**config.mk**
```make
export PLATFORM = sky130hd
export DESIGN_NAME = sync_fifo_n
export DESIGN_NICKNAME = d
export VERILOG_FILES = /design/src/rtl/fifo_pkg.sv /design/src/rtl/fifo_ram.sv /design/src/rtl/sync_fifo_n.sv
export SDC_FILE = /design/constraint.sdc
export NUM_CORES = 1
export LEC_CHECK = 0
export BUFFER_PORTS_ARGS = -buffer_cell sky130_fd_sc_hd__buf_2
export CORE_UTILIZATION = 60
export CTS_CLUSTER_SIZE = 12
export DETAILED_ROUTE_END_ITERATION = 8
export GPL_TIMING_DRIVEN = 0
export MAX_ROUTING_LAYER = met4
export PLACE_DENSITY = 0.77
export SLEW_MARGIN = 40
export SYNTH_ARGS = -nofsm -noshare
export SYNTH_HDL_FRONTEND = slang
export SYNTH_SLANG_ARGS = --single-unit
```
**constraint.sdc**
```tcl
create_clock -name clk -period 8.6 [get_ports clk]
set_input_delay 1.72 -clock clk [delete_from_list [all_inputs] [get_ports clk]]
set_output_delay 1.72 -clock clk [all_outputs]
set_load 0.01 [all_outputs]
```
**src/rtl/fifo_pkg.sv**
```systemverilog
// fifo_pkg: shared sizing helpers for the parametrised FIFO
package fifo_pkg;
  typedef int unsigned width_t;
  function automatic int clog2(input int n);
    int r;
    r = 0;
    for (int v = n - 1; v > 0; v = v >> 1) r++;
    return r;
  endfunction
  function automatic width_t ptr_width(input int depth);
    return width_t'(clog2(depth) + 1);
  endfunction
endpackage

```
**src/rtl/fifo_ram.sv**
```systemverilog
// fifo_ram: WIDTH x DEPTH dual-port array, sync write (i_we/i_waddr/i_wdata), async read (i_raddr -> o_rdata)
module fifo_ram #(
  parameter int WIDTH = 8,
  parameter int DEPTH = 32,
  parameter int AW = 5
) (
  input  logic             clk,
  input  logic             i_we,
  input  logic [AW-1:0]    i_waddr,
  input  logic [WIDTH-1:0] i_wdata,
  input  logic [AW-1:0]    i_raddr,
  output logic [WIDTH-1:0] o_rdata
);
  logic [WIDTH-1:0] r_mem [DEPTH];
  always_ff @(posedge clk) if (i_we) r_mem[i_waddr] <= i_wdata;
  assign o_rdata = r_mem[i_raddr];
endmodule

```
**src/rtl/sync_fifo_n.sv**
```systemverilog
// sync_fifo_n: single-clock FIFO; write (wr_en/wr_data), read (rd_en -> rd_data/rd_valid), status (full/empty/almost_*/level), sticky errors (overflow/underflow, cleared by clr_err)
module sync_fifo_n
  import fifo_pkg::*;
#(
  parameter int WIDTH = 8,
  parameter int DEPTH = 32,
  parameter int AF_LEVEL = DEPTH - 2,
  parameter int AE_LEVEL = 2,
  parameter int FWFT = 0
) (
  input  logic                        clk,
  input  logic                        rst,
  input  logic                        wr_en,
  input  logic [WIDTH-1:0]            wr_data,
  input  logic                        rd_en,
  output logic [WIDTH-1:0]            rd_data,
  output logic                        rd_valid,
  output logic                        full,
  output logic                        empty,
  output logic                        almost_full,
  output logic                        almost_empty,
  output logic [ptr_width(DEPTH)-1:0] level,
  output logic                        overflow,
  output logic                        underflow,
  input  logic                        clr_err
);
  localparam int AW = clog2(DEPTH);
  if (DEPTH < 2 || (DEPTH & (DEPTH - 1)) != 0) begin : g_bad_depth
    $fatal(1, "sync_fifo_n: DEPTH must be a power of two >= 2");
  end
  if (AF_LEVEL < 0 || AF_LEVEL > DEPTH || AE_LEVEL < 0 || AE_LEVEL > DEPTH) begin : g_bad_level
    $fatal(1, "sync_fifo_n: thresholds must lie in 0..DEPTH");
  end
  localparam logic [AW:0] AF_L = AF_LEVEL[AW:0];
  localparam logic [AW:0] AE_L = AE_LEVEL[AW:0];
  logic [AW:0]      r_wr_ptr, r_rd_ptr;
  logic             r_ovf, r_unf;
  logic             w_rd_fire, w_wr_fire;
  logic [WIDTH-1:0] w_ram_q;
  assign empty        = r_wr_ptr == r_rd_ptr;
  assign full         = (r_wr_ptr[AW] != r_rd_ptr[AW]) && (r_wr_ptr[AW-1:0] == r_rd_ptr[AW-1:0]);
  assign level        = r_wr_ptr - r_rd_ptr;
  assign almost_full  = level >= AF_L;
  assign almost_empty = level <= AE_L;
  assign overflow     = r_ovf;
  assign underflow    = r_unf;
  assign w_rd_fire    = rd_en & ~empty;
  // a pop in the same cycle frees the slot, so a full FIFO still accepts the write
  assign w_wr_fire    = wr_en & (~full | w_rd_fire);
  always_ff @(posedge clk) begin
    if (rst) begin
      r_wr_ptr <= '0;
      r_rd_ptr <= '0;
      r_ovf    <= 1'b0;
      r_unf    <= 1'b0;
    end else begin
      r_wr_ptr <= r_wr_ptr + {{AW{1'b0}}, w_wr_fire};
      r_rd_ptr <= r_rd_ptr + {{AW{1'b0}}, w_rd_fire};
      r_ovf    <= (wr_en & ~w_wr_fire) | (r_ovf & ~clr_err);
      r_unf    <= (rd_en & empty) | (r_unf & ~clr_err);
    end
  end
  fifo_ram #(.WIDTH(WIDTH), .DEPTH(DEPTH), .AW(AW)) u_ram (
    .clk     (clk),
    .i_we    (w_wr_fire),
    .i_waddr (r_wr_ptr[AW-1:0]),
    .i_wdata (wr_data),
    .i_raddr (r_rd_ptr[AW-1:0]),
    .o_rdata (w_ram_q)
  );
  if (FWFT != 0) begin : g_fwft
    assign rd_data  = w_ram_q;
    assign rd_valid = ~empty;
  end else begin : g_reg
    logic [WIDTH-1:0] r_rd_data;
    logic             r_rd_valid;
    always_ff @(posedge clk) begin
      if (rst) begin
        r_rd_data  <= '0;
        r_rd_valid <= 1'b0;
      end else begin
        r_rd_valid <= w_rd_fire;
        r_rd_data  <= w_rd_fire ? w_ram_q : r_rd_data;
      end
    end
    assign rd_data  = r_rd_data;
    assign rd_valid = r_rd_valid;
  end
endmodule

```
==> reports/metrics.yaml <==
run_status:
  status: "complete, but fails checks"
  violations: "design-rule violations"
timing:
  setup_viol: 0
  max_freq_mhz: 176
  clock_skew_ns: 0.0135
  hold_viol_final: 0
  fin_ws_ns: 2.93
  drv_slew: 0
  max_slew_margin_pct: 42.6
  worst_pin_slew_ns: 0.861
  fin_crit_sh_pct: 65.9
  rsz0062_at_grt: "no"
  fin_crit_ns: 5.67
  setup-tns-final_ns: 0
detailed_routing:
  drt_drc_violations_left: 8
  ant_nets: 0
  avgRoutedWirePerCell_um: 27.6
  drt_pass1_iterations: 7
  wl_um: 25900
  drt_iter0_markers: 654
  vias: 6115
  viasPerCell: 6.51
global_route:
  grt_util_met3_pct: 4.97
  grt_max_degree: 33
  use_met1_pct: 39.8
  grt-busiest-layer: "met2"
  grt_pass1_wl_um: 38400
  grt-ovfl-total: 0
  met2_usage_pct: 44.3
  grtUsageTotal_pct: 28.7
  grt_pass1_vias: 6130
  antenna_found_initial: 0
clock_tree:
  clk_latency_ns: 0.54
  cts_buffer_depth: 3
  cts_tree: "built"
  cts-root-buf: "clkbuf_16"
  clk_pin_slew_ns: 0.06
  cts_resized: 0
  cts-htree-levels: 1
  clock_sinks: 279
  postCtsSetupRepairBufs: 0
  numCtsBuffers: 29
  cts.hold.buffers_added: 0
setup_path:
  startpoint: "r_rd_ptr[1]"
  crit_type: "reg -> out"
  worstPathMaxFanout: 11
  crit_path_start_kind: "flop"
  r2r-end: "u_ram.r_mem[11][3]"
  end_kind: "output port"
  cp_data_arrival_time_ns: 3.95
  reg2reg_setup_slack_ns: 4.46
  worstRegToRegCells: 10
  required_ns: 6.88
  r2r-start: "r_rd_ptr[1]"
flow_run:
  maxCapViolCount: 0
logic_synthesis:
  synth_area_um2: 11200
  async_flop_share_pct: 0
  synthCells: 629
  ys.flop_type: "edfxtp_1"
  synth_cell_types: 51
  ys_seq_area_share_pct: 72.6
  ys_seq_elements: 279
  synth.avg_cell_area_um2: 17.8
  synth_nets: 652
  synth_edf_count: 256
  yosys_warnings: 0
floorplan:
  rows: 49
  die_w_um: 139
  die_h_um: 139
  start_util_pct: 61.8
  ioPinCount: 34
  core_area_um2: 18100
  dieArea_um2: 19300
layout:
  drive_above_1_share_pct: 20.5
  layout_common_cells: "edfxtp_1 (256), buf_2 (41), nand2_1 (39), nor2_1 (37), mux4_2 (36)"
  fin_nets: 716
  final_common_cell: "edfxtp_1"
  fin_cells: 940
  syn2layout_area_growth_pct: 12.3
  antenna_cells: 0
  post-route-util_pct: 69.4
hold_path:
  hp-start: "rd_data[5]"
  hold_path.class: "reg -> reg"
  whs_path_depth: 2
  min_delay_worst_endpoint: "rd_data[5]"
power:
  peakVddDrop_mv: 0.207
  power.density_nw_per_um2: 245
  p_total_mw: 3.09
  p_leak_nw: 4.10
placed_design:
  place_hpwl_um: 16500
  gp_congestion: 0.899
  post-place-cells: 891
  dp_slack_ns: 3.61
  port_buffers: 33
-- registers in the layout, summed over array words and instances, names as in the netlist --
signal and count:
overflow 1, r_rd_ptr 6, r_wr_ptr 6, rd_data 8
rd_valid 1, u_ram.r_mem 256, underflow 1
-- per-layer routing --
layer  wire length [µm]  up-vias
li1                   -     2632
met1              10600     3116
met2              12200      307
met3               2370       60
met4                796        0
met5                  0        -
-- power by group --
| part | switching (mW) | internal [mW] |
|---|---|---|
| Clock | 0.490 | 0.679 |
| Sequential | 0.0128 | 1.50 |
| Combinational | 0.222 | 0.183 |
| Total | 0.726 | 2.36 |
-- logic make-up (layout without fill, tap and decap cells) --
kind of cell / count (synthesis) / in the layout / synth area share (%)
buffers and inverters: 42 / 124 / 2.26
adders and majority gates: 10 / 10 / 1.18
muxes: 75 / 75 / 13.5
and+or+nand+nor: 162 / 162 / 6.60
xor gates and xnor gates: 10 / 10 / 0.780
AOI/OAI and AO/OA: 51 / 51 / 3.11
DFF: 279 / 279 / 72.6
-- worst max-delay path by stage --
stage,cells after the start,to,slack (ns)
6_report,12,almost_full,2.93
5_1_grt,12,almost_full,2.83
4_1_cts,12,almost_full,3.01
3_5_place_dp,12,almost_full,3.61
3_3_place_gp,12,almost_full,3.75
2_1_floorplan,11,almost_full,4.37
-- per-stage QoR --
stage	area (µm²)	hold WS, ns
floorplan	11200	0.470
global placement	11700	0.471
detailed placement	11700	0.465
CTS	12600	0.473
global route	12600	0.486
finish	12600	0.470
-- critical path, cell delays in order (launching register included) --
cell and delay, ns:
dfxtp_1 0.33, buf_2 0.24, buf_1 0.51, inv_1 0.12, clkbuf_1 0.41, ha_1 0.46, nor2b_1 0.14, o21ai_0 0.22
a21boi_0 0.18, or4_1 0.42, nand3_1 0.14, a41o_1 0.10, buf_2 0.12
-- area by class of cell --
| class | instances | area, µm² |
|---|---|---|
| Clock inverter | 8 | 96.3 |
| Sequential cell | 279 | 8150 |
| Buffer | 31 | 214 |
| Clock buffer | 41 | 771 |
| Inverter | 11 | 41.3 |
| Tap cell | 229 | 287 |
| Timing Repair Buffer | 33 | 165 |
| Multi-Input combinational cell | 308 | 2880 |
| Fill cell | 1169 | 5550 |
-- Yosys cell counts, types with 4 or more instances --
library cell  instances  area share [%]
xnor2_1               5            0.39
inv_1                10            0.33
edfxtp_1            256              69
nor2_1               60             2.0
nor2b_1              11            0.61
mux2i_1              20             1.8
a221oi_1              4            0.31
nor3_1               16            0.71
o21ai_0              12            0.54
clkbuf_1             13            0.43
a21oi_1               9            0.40
ha_1                  9             1.0
nand4_1               5            0.28
dfxtp_1              23             4.1
or3_1                 5            0.28
buf_2                 8            0.36
mux4_1               19             4.4
nand3_1              14            0.62
nand2_1              39             1.3
xor2_1                5            0.39
mux4_2               36             7.2
(Power assumes the default switching activity.)
